`src/rtl/multicycle_control_pkg.sv`:
```
// Shared encodings for the multi-cycle MIPS sequencer: states, opcodes and
// datapath mux-select constants, plus the DECODE dispatch function.
package multicycle_control_pkg;

  typedef enum logic [3:0] {
    S_FETCH    = 4'd0,
    S_DECODE   = 4'd1,
    S_MEM_ADDR = 4'd2,
    S_MEM_RD   = 4'd3,
    S_MEM_WB   = 4'd4,
    S_MEM_WR   = 4'd5,
    S_EXEC_R   = 4'd6,
    S_R_WB     = 4'd7,
    S_BRANCH   = 4'd8,
    S_JUMP     = 4'd9,
    S_EXEC_I   = 4'd10,
    S_I_WB     = 4'd11,
    S_HALT     = 4'd12
  } state_t;

  localparam logic [5:0] OP_RTYPE = 6'h00;
  localparam logic [5:0] OP_LW    = 6'h23;
  localparam logic [5:0] OP_SW    = 6'h2B;
  localparam logic [5:0] OP_BEQ   = 6'h04;
  localparam logic [5:0] OP_BNE   = 6'h05;
  localparam logic [5:0] OP_J     = 6'h02;
  localparam logic [5:0] OP_ADDI  = 6'h08;
  localparam logic [5:0] OP_ANDI  = 6'h0C;
  localparam logic [5:0] OP_ORI   = 6'h0D;
  localparam logic [5:0] OP_SLTI  = 6'h0A;

  localparam logic [1:0] ALU_ADD  = 2'b00;
  localparam logic [1:0] ALU_SUB  = 2'b01;
  localparam logic [1:0] ALU_FUNC = 2'b10;

  localparam logic [1:0] SRCB_RT     = 2'b00;
  localparam logic [1:0] SRCB_FOUR   = 2'b01;
  localparam logic [1:0] SRCB_IMM    = 2'b10;
  localparam logic [1:0] SRCB_IMM_SH = 2'b11;

  localparam logic [1:0] PCSRC_ALU    = 2'b00;
  localparam logic [1:0] PCSRC_ALUOUT = 2'b01;
  localparam logic [1:0] PCSRC_JUMP   = 2'b10;

  function automatic state_t decode_next(input logic [5:0] op);
    case (op)
      OP_RTYPE:                         return S_EXEC_R;
      OP_LW, OP_SW:                     return S_MEM_ADDR;
      OP_BEQ, OP_BNE:                   return S_BRANCH;
      OP_J:                             return S_JUMP;
      OP_ADDI, OP_ANDI, OP_ORI, OP_SLTI: return S_EXEC_I;
      default:                          return S_HALT;
    endcase
  endfunction

endpackage

```
`src/rtl/multicycle_ctrl_out.sv`:
```
// Combinational control-word decode from the current state; only pc_write,
// ir_write and instr_done look at mem_ready/zero in the same cycle.
module multicycle_ctrl_out
  import multicycle_control_pkg::*;
(
  input  logic       rst,
  input  state_t     state,
  input  logic [5:0] op_q,
  input  logic       zero,
  input  logic       mem_ready,
  output logic       pc_write,
  output logic       i_or_d,
  output logic       mem_read,
  output logic       mem_write,
  output logic       ir_write,
  output logic       reg_dst,
  output logic       mem_to_reg,
  output logic       reg_write,
  output logic       alu_src_a,
  output logic [1:0] alu_src_b,
  output logic [1:0] pc_source,
  output logic [1:0] alu_sel,
  output logic       instr_done
);

  always_comb begin
    pc_write   = 1'b0;
    i_or_d     = 1'b0;
    mem_read   = 1'b0;
    mem_write  = 1'b0;
    ir_write   = 1'b0;
    reg_dst    = 1'b0;
    mem_to_reg = 1'b0;
    reg_write  = 1'b0;
    alu_src_a  = 1'b0;
    alu_src_b  = SRCB_RT;
    pc_source  = PCSRC_ALU;
    alu_sel    = ALU_ADD;
    instr_done = 1'b0;
    // Reset overrides the state decode so no access or write leaks out.
    if (!rst) begin
      case (state)
        S_FETCH: begin
          mem_read  = 1'b1;
          alu_src_b = SRCB_FOUR;
          ir_write  = mem_ready;
          pc_write  = mem_ready;
        end
        S_DECODE:   alu_src_b = SRCB_IMM_SH;
        S_MEM_ADDR: begin
          alu_src_a = 1'b1;
          alu_src_b = SRCB_IMM;
        end
        S_MEM_RD: begin
          mem_read = 1'b1;
          i_or_d   = 1'b1;
        end
        S_MEM_WB: begin
          reg_write  = 1'b1;
          mem_to_reg = 1'b1;
          instr_done = 1'b1;
        end
        S_MEM_WR: begin
          mem_write  = 1'b1;
          i_or_d     = 1'b1;
          instr_done = mem_ready;
        end
        S_EXEC_R: begin
          alu_src_a = 1'b1;
          alu_sel   = ALU_FUNC;
        end
        S_R_WB: begin
          reg_write  = 1'b1;
          reg_dst    = 1'b1;
          instr_done = 1'b1;
        end
        S_EXEC_I: begin
          alu_src_a = 1'b1;
          alu_src_b = SRCB_IMM;
          alu_sel   = ALU_FUNC;
        end
        S_I_WB: begin
          reg_write  = 1'b1;
          instr_done = 1'b1;
        end
        S_BRANCH: begin
          alu_src_a  = 1'b1;
          alu_sel    = ALU_SUB;
          pc_source  = PCSRC_ALUOUT;
          pc_write   = ((op_q == OP_BEQ) && zero) || ((op_q == OP_BNE) && !zero);
          instr_done = 1'b1;
        end
        S_JUMP: begin
          pc_source  = PCSRC_JUMP;
          pc_write   = 1'b1;
          instr_done = 1'b1;
        end
        default: ;
      endcase
    end
  end

endmodule

```
`src/rtl/multicycle_control.sv`:
```
// Multi-cycle MIPS sequencer: state register and opcode latch; the control
// word is decoded by multicycle_ctrl_out.
module multicycle_control
  import multicycle_control_pkg::*;
(
  input  logic       clk,
  input  logic       rst,
  input  logic [5:0] op,
  input  logic       zero,
  input  logic       mem_ready,
  output logic       pc_write,
  output logic       i_or_d,
  output logic       mem_read,
  output logic       mem_write,
  output logic       ir_write,
  output logic       reg_dst,
  output logic       mem_to_reg,
  output logic       reg_write,
  output logic       alu_src_a,
  output logic [1:0] alu_src_b,
  output logic [1:0] pc_source,
  output logic [1:0] alu_sel,
  output logic       instr_done,
  output logic       halted,
  output logic [3:0] state
);

  state_t     state_q;
  logic [5:0] op_q;
  logic       halted_q;

  always_ff @(posedge clk) begin
    if (rst) begin
      state_q  <= S_FETCH;
      op_q     <= '0;
      halted_q <= 1'b0;
    end else begin
      case (state_q)
        S_FETCH:    if (mem_ready) state_q <= S_DECODE;
        S_DECODE: begin
          op_q    <= op;
          state_q <= decode_next(op);
          if (decode_next(op) == S_HALT) halted_q <= 1'b1;
        end
        S_MEM_ADDR: state_q <= (op_q == OP_LW) ? S_MEM_RD : S_MEM_WR;
        S_MEM_RD:   if (mem_ready) state_q <= S_MEM_WB;
        S_MEM_WR:   if (mem_ready) state_q <= S_FETCH;
        S_EXEC_R:   state_q <= S_R_WB;
        S_EXEC_I:   state_q <= S_I_WB;
        S_MEM_WB, S_R_WB, S_I_WB, S_BRANCH, S_JUMP: state_q <= S_FETCH;
        S_HALT:     state_q <= S_HALT;
        default: begin
          state_q  <= S_HALT;
          halted_q <= 1'b1;
        end
      endcase
    end
  end

  assign state  = rst ? '0 : state_q;
  assign halted = halted_q & ~rst;

  multicycle_ctrl_out u_out (
    .rst        (rst),
    .state      (state_q),
    .op_q       (op_q),
    .zero       (zero),
    .mem_ready  (mem_ready),
    .pc_write   (pc_write),
    .i_or_d     (i_or_d),
    .mem_read   (mem_read),
    .mem_write  (mem_write),
    .ir_write   (ir_write),
    .reg_dst    (reg_dst),
    .mem_to_reg (mem_to_reg),
    .reg_write  (reg_write),
    .alu_src_a  (alu_src_a),
    .alu_src_b  (alu_src_b),
    .pc_source  (pc_source),
    .alu_sel    (alu_sel),
    .instr_done (instr_done)
  );

endmodule

```
`config.mk`:
```
export PLATFORM = sky130hd
export DESIGN_NAME = multicycle_control
export DESIGN_NICKNAME = d
export VERILOG_FILES = /design/src/rtl/multicycle_control_pkg.sv /design/src/rtl/multicycle_ctrl_out.sv /design/src/rtl/multicycle_control.sv
export SDC_FILE = /design/constraint.sdc
export NUM_CORES = 1
export LEC_CHECK = 0
export CORE_ASPECT_RATIO = 1.25
export CORE_MARGIN = 4
export CORE_UTILIZATION = 35
export CTS_CLUSTER_SIZE = 30
export DETAILED_ROUTE_END_ITERATION = 8
export PLACE_DENSITY = 0.7
export SLEW_MARGIN = 25
export SYNTH_ARGS = -nofsm -noshare
export SYNTH_HDL_FRONTEND = slang
export SYNTH_SLANG_ARGS = --single-unit
```
`constraint.sdc`:
```
create_clock -name clk -period 3.71 [get_ports clk]
set_input_delay 0.742 -clock clk [delete_from_list [all_inputs] [get_ports clk]]
set_output_delay 0.742 -clock clk [all_outputs]
set_load 0.01 [all_outputs]
```
==> results.md <==
* Outcome: finished, final reports clean
* Worst-path cell chain: clkdlybuf4s50_1 > inv_1 > nor3_1 > a21oi_1 > o41ai_1 > clkdlybuf4s50_1
* Critical Path AT at 2.62 ns
* HPWL after detailed placement at 2012 um
* Global-route wire length before repair at 4381 um
* Slowest CP cell: clkdlybuf4s50_1
* RSZ-0062 raised after global routing: false
* Antenna diode count at 0
* Die footprint at 3669 um^2
* First-pass DRT Iterations at 4
* Critical R2R Launch: state_q[1]$_SDFFE_PP0P_
* IO Count at 31
* Final WS setup at 0.3434 ns
* Post-synth ARST share at 0%
* Leakage power at 0.4440 nW
* DR WL/cell at 14.22 um
* Final Critical Period at 3.367 ns
* P per Cell Area at 560.2 nW/um^2
* CP Launch Type: input port
* Final hold violations at 0
* Starting Density at 36.40%
* Number of routed nets with antenna violations at 0
* DRT iter0 DRCs at 35
* Worst Setup SP: mem_ready
* Vias post-DR at 1054
* Post-CTS sizing at 0
* Yosys cell types at 48
* Min Hold Slack at 0.5242 ns
* Worst-path maximum fanout at 8
* Syn Nets at 139
* Synth area leaders: dfxtp_1, mux2i_1, nor2_1
* CTS tree: done
* Row count at 21
* Critical Path Stages at 6
* CP most frequent cell: clkdlybuf4s50_1
* Vias in the first global route at 965
* Buf/Inv on CP at 3
* Share of cells above drive strength 1 at 6.536%
* Setup Skew at 0.004098 ns
* Die Width at 54.99 um
* Reg2reg end: state_q[1]$_SDFFE_PP0P_
* Cell Area, Synth at 965.9 um^2
* Yosys warns at 0
* Largest net degree at the start of global routing at 19
* Most instantiated cells after synthesis: nor2_1, dfxtp_1, nor3_1, a21oi_1, clkbuf_1
* CTS Sinks at 11
* Worst-path clk slew at 0.07 ns
* Gpl congestion at 0.9230
* CTS Root Cell: clkbuf_4
* CP required at 2.97 ns
* P&R area growth vs syn at 33.03%
* Seq cells post-synth at 11
* Setup Viol. Count Final at 0
* Crit-path max cell delay at 0.63 ns
* Hold WC Path Type: reg -> reg
* Post-synthesis sequential area ratio at 22.80%
* Count leader, synth: nor2_1
* Antenna violations before repair at 0
* Top FF cell, synth: dfxtp_1
* Max cap viols at 0
* Crit end category: output port
* H-tree depth at 1
* Mean post-synth cell area at 7.488 um^2
* VDD IR-drop max at 0.0002422 V
* Grt ovf at 0
* Port Buf Inserts at 30
* Hold Buf Count CTS at 0
* GR Util All Layers at 15.90%
* CP Class: in -> out
* EDFF count, synth at 0
* Placement Setup Slack at 0.3751 ns
* CTS Buf Count at 3
* Final worst-path cycle share at 90.75%
* Worst slew margin at 62.63%
* CP Capture Point: pc_write
* Post-CTS setup repair buffer count at 0
* Worst slew pin tran at 0.5598 ns
* DRC at 0
* Clock latency on the worst-skew pair at 0.28 ns
* Core Region at 2654 um^2
* F_max at 297.0 MHz
* Family with the most delay on the worst path: buffers and inverters
* FF-to-FF path depth at 5
* R2R setup slack at 1.88 ns
* Routed vias/inst at 5.636
* Slew Limit Fails at 0
* Cell taking the most area after synthesis: dfxtp_1
* Die Ht at 66.74 um
* Synth top area share at 22.80%
* Clock tree buffer depth at 2
* Post-synthesis cell count at 129
* Nets at 164
* TNS Setup at 0 ns
* Total Routed Length at 2659 um
==> routing by layer <==
| metal | up-vias | GRT usage [%] | share of wire [%] | wire (um) |
|---|---|---|---|---|
| met5 | - | 0 | 0 | 0 |
| met4 | 0 | 8.511 | 2.9 | 76 |
| met3 | 9 | 2.908 | 6.2 | 164 |
| met2 | 41 | 23.08 | 47 | 1256 |
| met1 | 485 | 21.65 | 44 | 1161 |
| li1 | 519 | - | - | - |
==> through the flow <==
| stage | instances | area, um^2 | util [%] | power, mW |
|---|---|---|---|---|
| finish | 187 | 1285 | 48.42 | 0.7199 |
| global route | 187 | 1285 | 48.42 | 0.7745 |
| CTS | 187 | 1285 | 48.42 | 0.7220 |
| detailed placement | 183 | 1259 | 47.43 | 0.6315 |
| global placement | 183 | 1259 | 47.43 | 0.6277 |
| floorplan | 129 | 965.9 | - | 0.5044 |
==> cell type report <==
cell class	instances	area [um^2]
Inverter	4	15.01
Clock buffer	4	26.28
Multi-Input combinational cell	102	665.6
Tap cell	34	42.54
Fill cell	257	1369
Sequential cell	11	220.2
Timing Repair Buffer	32	315.3
==> worst register-to-register path: cells and delay by family, from the launching register on <==
family | cells | cell delay, ns
compound gates | 1 | 0.17
flops | 1 | 0.63
simple gates | 4 | 0.94
==> registers in the layout, summed over array words and instances, names as in the netlist <==
name / cells
op_q: 6
halted_q: 1
state_q: 4
==> report_power, final <==
part           leakage (nW)  total (mW)  internal, mW  switching (mW)
Combinational         0.339       0.417         0.210           0.208
Sequential           0.0899       0.214         0.150          0.0633
Clock                0.0150      0.0886        0.0418          0.0468
==> worst min path at each step <==
| stage | start | endpoint | slack [ns] | cells past startpoint |
|---|---|---|---|---|
| floorplan | op_q[2]$_SDFFE_PP0P_ | op_q[2]$_SDFFE_PP0P_ | 0.47 | 2 |
| global placement | op_q[2]$_SDFFE_PP0P_ | op_q[2]$_SDFFE_PP0P_ | 0.50 | 2 |
| detailed placement | op_q[2]$_SDFFE_PP0P_ | op_q[2]$_SDFFE_PP0P_ | 0.50 | 2 |
| CTS | op_q[2]$_SDFFE_PP0P_ | op_q[2]$_SDFFE_PP0P_ | 0.52 | 2 |
| global route | op_q[2]$_SDFFE_PP0P_ | op_q[2]$_SDFFE_PP0P_ | 0.57 | 2 |
| finish | op_q[3]$_SDFFE_PP0P_ | op_q[3]$_SDFFE_PP0P_ | 0.52 | 2 |
==> logic make-up after synthesis <==
group | synth area share, %
flip-flops | 22.80
AO/OA/AOI/OAI | 24.87
buffers and inverters | 8.289
AND/OR/NAND/NOR | 34.97
adder cells (fa/ha/maj) | 1.036
multiplexers | 6.218
XOR/XNOR | 1.814
==> placed cells by master, fill, tap and decap left out, types with 4 or more instances in the layout <==
master	synthesis	layout
a21oi_1	7	7
dfxtp_1	11	11
nand2_1	5	5
nand2b_1	4	4
nor3b_1	4	4
nor2b_1	5	5
nor3_1	9	9
clkdlybuf4s50_1	0	30
nor2_1	16	16
mux2i_1	6	6
Note: power is estimated with default switching activity, not from simulation.
